File: src/rtl/pulse_pkg.sv
// pulse_pkg: shared types and sizing helpers for the pulse stretcher.
//   state_t   - window FSM states (IDLE, HIGH, GAP)
//   cnt_width - bit width for a down counter that must hold max(a,b)-1
package pulse_pkg;

    typedef enum logic [1:0] {
        IDLE = 2'd0,
        HIGH = 2'd1,
        GAP  = 2'd2
    } state_t;

    // The counter is loaded with N-1, so $clog2(N) bits suffice.
    // Clamp to 1 bit so a 1-cycle window/gap still yields a legal vector.
    function automatic int cnt_width(input int a, input int b);
        int m;
        m = (a > b) ? a : b;
        return (m <= 1) ? 1 : $clog2(m);
    endfunction

endpackage

File: src/rtl/load_down_counter.sv
// load_down_counter: loadable down counter with zero flag.
// Ports:
//   clk, rst  - clock, synchronous active-high reset (clears count)
//   load      - load load_val this cycle (wins over en)
//   load_val  - value to load
//   en        - decrement by one when nonzero
//   cnt       - current count
//   zero      - high when cnt == 0
module load_down_counter #(
    parameter int W = 4
) (
    input  logic         clk,
    input  logic         rst,
    input  logic         load,
    input  logic [W-1:0] load_val,
    input  logic         en,
    output logic [W-1:0] cnt,
    output logic         zero
);

    always_ff @(posedge clk) begin
        if (rst)
            cnt <= '0;
        else if (load)
            cnt <= load_val;
        else if (en && (cnt != '0))
            cnt <= cnt - W'(1);
    end

    assign zero = (cnt == '0);

endmodule

File: src/rtl/pulse_stretcher.sv
// pulse_stretcher: turns single-cycle event pulses into visible windows of
// HIGH_CYC high cycles followed by GAP_CYC low cycles. Pulses that arrive
// while a window/gap is running are queued in a saturating pending counter.
// Ports:
//   clk       - system clock
//   rst       - synchronous reset, active-high
//   pulse_in  - one event per high cycle
//   clr_ovf   - clears the overflow sticky flag
//   level     - stretched output, high while in HIGH
//   busy      - high whenever not IDLE
//   pend_cnt  - queued windows not yet started
//   overflow  - sticky, set when a pulse is dropped
module pulse_stretcher
    import pulse_pkg::*;
#(
    parameter int HIGH_CYC = 1_000_000,
    parameter int GAP_CYC  = 500_000,
    parameter int MAX_PEND = 7
) (
    input  logic                          clk,
    input  logic                          rst,
    input  logic                          pulse_in,
    input  logic                          clr_ovf,
    output logic                          level,
    output logic                          busy,
    output logic [$clog2(MAX_PEND+1)-1:0] pend_cnt,
    output logic                          overflow
);

    localparam int CW = cnt_width(HIGH_CYC, GAP_CYC);
    localparam int PW = $clog2(MAX_PEND + 1);

    localparam logic [CW-1:0] HIGH_LD  = CW'(HIGH_CYC - 1);
    localparam logic [CW-1:0] GAP_LD   = CW'(GAP_CYC - 1);
    localparam logic [PW-1:0] PEND_MAX = PW'(MAX_PEND);

    state_t        state, state_nxt;
    logic          tmr_load;
    logic [CW-1:0] tmr_ld_val;
    logic          tmr_en;
    logic [CW-1:0] tmr_cnt;
    logic          tmr_zero;
    logic          gap_last;
    logic [PW-1:0] pend_nxt;
    logic          drop;

    load_down_counter #(.W(CW)) u_tmr (
        .clk      (clk),
        .rst      (rst),
        .load     (tmr_load),
        .load_val (tmr_ld_val),
        .en       (tmr_en),
        .cnt      (tmr_cnt),
        .zero     (tmr_zero)
    );

    // Final cycle of the gap: this is where a queued (or coincident) pulse
    // launches the next window with no idle cycle in between.
    assign gap_last = (state == GAP) && tmr_zero;

    always_ff @(posedge clk) begin
        if (rst)
            state <= IDLE;
        else
            state <= state_nxt;
    end

    always_comb begin
        state_nxt  = state;
        tmr_load   = 1'b0;
        tmr_ld_val = HIGH_LD;
        tmr_en     = 1'b0;
        case (state)
            IDLE: begin
                if (pulse_in) begin
                    state_nxt = HIGH;
                    tmr_load  = 1'b1;
                end
            end
            HIGH: begin
                if (tmr_zero) begin
                    state_nxt  = GAP;
                    tmr_load   = 1'b1;
                    tmr_ld_val = GAP_LD;
                end else begin
                    tmr_en = 1'b1;
                end
            end
            GAP: begin
                if (tmr_zero) begin
                    if ((pend_cnt != '0) || pulse_in) begin
                        state_nxt = HIGH;
                        tmr_load  = 1'b1;
                    end else begin
                        state_nxt = IDLE;
                    end
                end else begin
                    tmr_en = 1'b1;
                end
            end
            default: state_nxt = IDLE;
        endcase
    end

    // Pending queue. On the last gap cycle a queued pulse is consumed; a
    // coincident new pulse either replaces it (net 0) or, with an empty
    // queue, is consumed directly. Everywhere else while busy, a pulse
    // queues or, if the queue is full, is dropped.
    always_comb begin
        pend_nxt = pend_cnt;
        drop     = 1'b0;
        if (state != IDLE) begin
            if (gap_last) begin
                if ((pend_cnt != '0) && !pulse_in)
                    pend_nxt = pend_cnt - PW'(1);
            end else if (pulse_in) begin
                if (pend_cnt < PEND_MAX)
                    pend_nxt = pend_cnt + PW'(1);
                else
                    drop = 1'b1;
            end
        end
    end

    always_ff @(posedge clk) begin
        if (rst) begin
            pend_cnt <= '0;
            overflow <= 1'b0;
        end else begin
            pend_cnt <= pend_nxt;
            if (drop)
                overflow <= 1'b1;
            else if (clr_ovf)
                overflow <= 1'b0;
        end
    end

    assign level = (state == HIGH);
    assign busy  = (state != IDLE);

endmodule

File: config.mk
export PLATFORM = sky130hd
export DESIGN_NAME = pulse_stretcher
export DESIGN_NICKNAME = d
export VERILOG_FILES = /design/src/rtl/pulse_pkg.sv /design/src/rtl/load_down_counter.sv /design/src/rtl/pulse_stretcher.sv
export SDC_FILE = /design/constraint.sdc
export NUM_CORES = 1
export LEC_CHECK = 0
export CELL_PAD_IN_SITES_DETAIL_PLACEMENT = 1
export CELL_PAD_IN_SITES_GLOBAL_PLACEMENT = 2
export CORE_MARGIN = 4
export CORE_UTILIZATION = 30
export DETAILED_ROUTE_END_ITERATION = 8
export PLACE_DENSITY_LB_ADDON = 0.2
export SLEW_MARGIN = 20
export SYNTH_ARGS = -nofsm -noshare
export SYNTH_HDL_FRONTEND = slang
export SYNTH_SLANG_ARGS = --single-unit
File: constraint.sdc
create_clock -name clk -period 2.8 [get_ports clk]
set_input_delay 0.42 -clock clk [delete_from_list [all_inputs] [get_ports clk]]
set_output_delay 0.42 -clock clk [all_outputs]
set_load 0.02 [all_outputs]
==> results.md <==
- Routability Congestion: 0.7761
- Mux cell area share after synthesis: 0.03045
- Clock Path Buffers: 2
- Detailed Place HPWL: 3801 um
- Top post-synthesis cells by area: dfxtp_1, nor3_1, ha_1
- Final WS setup: 0.2597 ns
- Share of cells above drive strength 1: 0.1690
- GRT overflow: 0
- Starting DRT DRC Count: 34
- Yosys top cell by area: dfxtp_1
- CTS tree: yes
- Sw frac: 0.3916
- Tmin final: 2.540 ns
- Main combinational cell family by area after synthesis: simple AND/OR/NAND/NOR gates
- Clk_skew: 0.005050 ns
- Post-CTS sizing: 0
- Sw power: 0.0004457 W
- DR pass1 iterations: 4
- Asr flop ratio synth: 0
- Routed WL: 5026 um
- Number of global-route vias before repair: 1,771
- First-pass GRT wire length: 8742 um
- Clock network fraction of total power: 0.194
- NumNets Final: 226
- Crit share post-route: 0.9072
- Max frequency: 393.7 MHz
- Sequential power share: 0.404
- Die Y: 84.74 um
- Synth Register Bits: 26
- Largest net degree at the start of global routing: 14
- XOR/XNOR Fraction of Synth Area: 0.03966
- Mean Syn Cell Area: 8.833 um2
- Syn. warnings: 0
- Register area share after synthesis: 0.2946
- H-tree lvl count: 1
- Antenna cell count: 0
- Worst EP required: 2.97 ns
- Fin. max-slew vios: 0
- Hold/Removal Path Class: flop to flop
- Placement Rows: 27
- Die area: 7181 um2
- DRC viols: 0
- Hold Slack: 0.5148 ns
- Core Util, Final: 0.3545
- # setup viols final: 0
- Max VDD drop: 0.0001830 V
- Synth top area share: 0.2946
- Boundary Pins: 10
- Num Clock Sinks: 26
- Num CTS Buffers: 3
- Outcome: finished, final reports clean
- Synth Flop Type: dfxtp_1
- Post-synth EDFFs: 0
- Clock Latency Late Sink: 0.27 ns
- Max cap viols: 0
- GRT Util Overall: 0.1486
- Fin. Hold Viols: 0
- Starting Density: 0.3150
- Clk slew on worst S/H paths: 0.10 ns
- Vias: 1,578
- Post-CTS Hold Buffers: 0
- Synth Area in Compound Gates: 0.2174
- Pre-CTS setup slack: 0.2089 ns
- Root buffer cell: clkbuf_8
- Number of post-CTS setup repair buffers: 0
- Drt wl/cell: 17.64 um
- Core area: 5608 um2
- Post-synthesis adder-cell area fraction: 0.05382
- Input/output buffers: 9
- Pleak: 0.7332 nW
- CP Class: flop to flop
- Post-synthesis to final-layout area growth: 12.54%
- Slew margin rel.: 0.3660
- CP Launch Type: flop
- Worst Max-Slew Pin Slew: 0.9425 ns
- Power Dens Cells: 572.5 nW/um2
- CP arrival: 2.71 ns
- Internal power: 0.0006926 W
- Syn Inst Count: 200
- Syn_nets: 211
- RSZ-0062 raised after global routing: false
- Fillcell total: 703
- Setup tns final: 0 ns
- Vias per inst: 5.537
- Simple-gate share of the synthesized area: 0.2812
- Logic pwr share: 0.402
- Synth Cell Area: 1767 um2
- Die X-Extent: 84.74 um
- Critical path capture point type: flop
- Crit Path Max Fanout: 5
- Antenna violations before repair: 0
- Library cells used by synthesis: 59
- Remaining antenna violation count after routing: 0
-- stage by stage --
step           std cells  power (W)  cell area, um2
3_5_place_dp         282  0.0009244            1947
2_1_floorplan        200  0.0007983            1767
5_1_grt              285   0.001220            1988
4_1_cts              285   0.001148            1988
6_report             285   0.001138            1988
3_3_place_gp         282  0.0009077            1947
-- critical path, stage by stage (launching register included) --
cell and delay [ns]:
dfxtp_1 0.35, inv_1 0.09, ha_1 0.14, nor4b_1 0.30, and4_1 0.35, nand3_1 0.16
fa_1 0.41, nor4b_1 0.16, mux2i_1 0.15, mux2_2 0.34
-- metal layers --
metal | vias up | part of all wire | global-route usage
met1 | 791 | 0.48 | 0.1882
li1 | 774 | - | -
met2 | 11 | 0.50 | 0.2626
met3 | 2 | 0.019 | 0.01865
met5 | - | 0 | 0
met4 | 0 | 0.0050 | 0.04173
-- Yosys cell counts (all sizes together), types with 4 or more instances --
cell type,count
inv,11
dfxtp,26
o21ai,7
nor3,17
nand3,4
buf,6
clkbuf,6
xnor2,4
a31oi,4
xor2,4
nor4,4
or3,5
or4,6
nor2,18
ha,6
nand2,5
a21oi,11
-- power groups by stage --
stage / Sequential (W) / Clock [W] / Combinational (W)
finish: 0.000460 / 0.000221 / 0.000457
floorplan: 0.000456 / 0 / 0.000343
CTS: 0.000460 / 0.000229 / 0.000459
global route: 0.000468 / 0.000245 / 0.000507
global placement: 0.000463 / 0 / 0.000445
detailed placement: 0.000468 / 0 / 0.000456
-- cells by family (layout without fill, tap and decap cells) --
family	count (synthesis)	in the layout
adder cells (fa/ha/maj)	7	7
flip-flops	26	26
XOR/XNOR	8	8
AND/OR/NAND/NOR	82	82
buffers and inverters	24	37
multiplexers	5	5
AO/OA/AOI/OAI	48	48
-- worst paths after layout --
| path | start | endpoint | slack, ns | depth (start not counted) |
|---|---|---|---|---|
| setup / recovery | u_tmr.cnt[0] | pend_cnt[2] | 0.26 | 9 |
| hold / removal | u_tmr.cnt[1] | u_tmr.cnt[1] | 0.51 | 2 |
| setup reg to reg | u_tmr.cnt[0] | pend_cnt[2] | 0.26 | 9 |
| hold reg to reg | u_tmr.cnt[1] | u_tmr.cnt[1] | 0.51 | 2 |
-- placed cells by master, fill, tap and decap left out, drive strengths merged, types with 4 or more instances in the layout --
master | synthesis | layout
dfxtp | 26 | 26
clkdlybuf4s50 | 0 | 9
a31oi | 4 | 4
ha | 6 | 6
nand3 | 4 | 4
a21oi | 11 | 11
xnor2 | 4 | 4
or4 | 6 | 6
nor3 | 17 | 17
o21ai | 7 | 7
xor2 | 4 | 4
buf | 6 | 14
nor2 | 18 | 18
nor4 | 4 | 4
nand2 | 5 | 5
inv | 11 | 11
or3 | 5 | 5
-- area by class of cell --
cell class	count	area, um2	area share
sequential	26	520.5	0.2618
clock buffer	3	41.29	0.02077
tap	72	90.09	0.04531
timing repair buffer	23	195.2	0.09817
multi-input combinational	150	1100	0.5532
inverter	11	41.29	0.02077
-- flip-flops by register name, summed over array words and instances, names as in the netlist --
signal / count
u_tmr.cnt: 20
overflow: 1
pend_cnt: 3
state: 2
(Power assumes the default switching activity.)
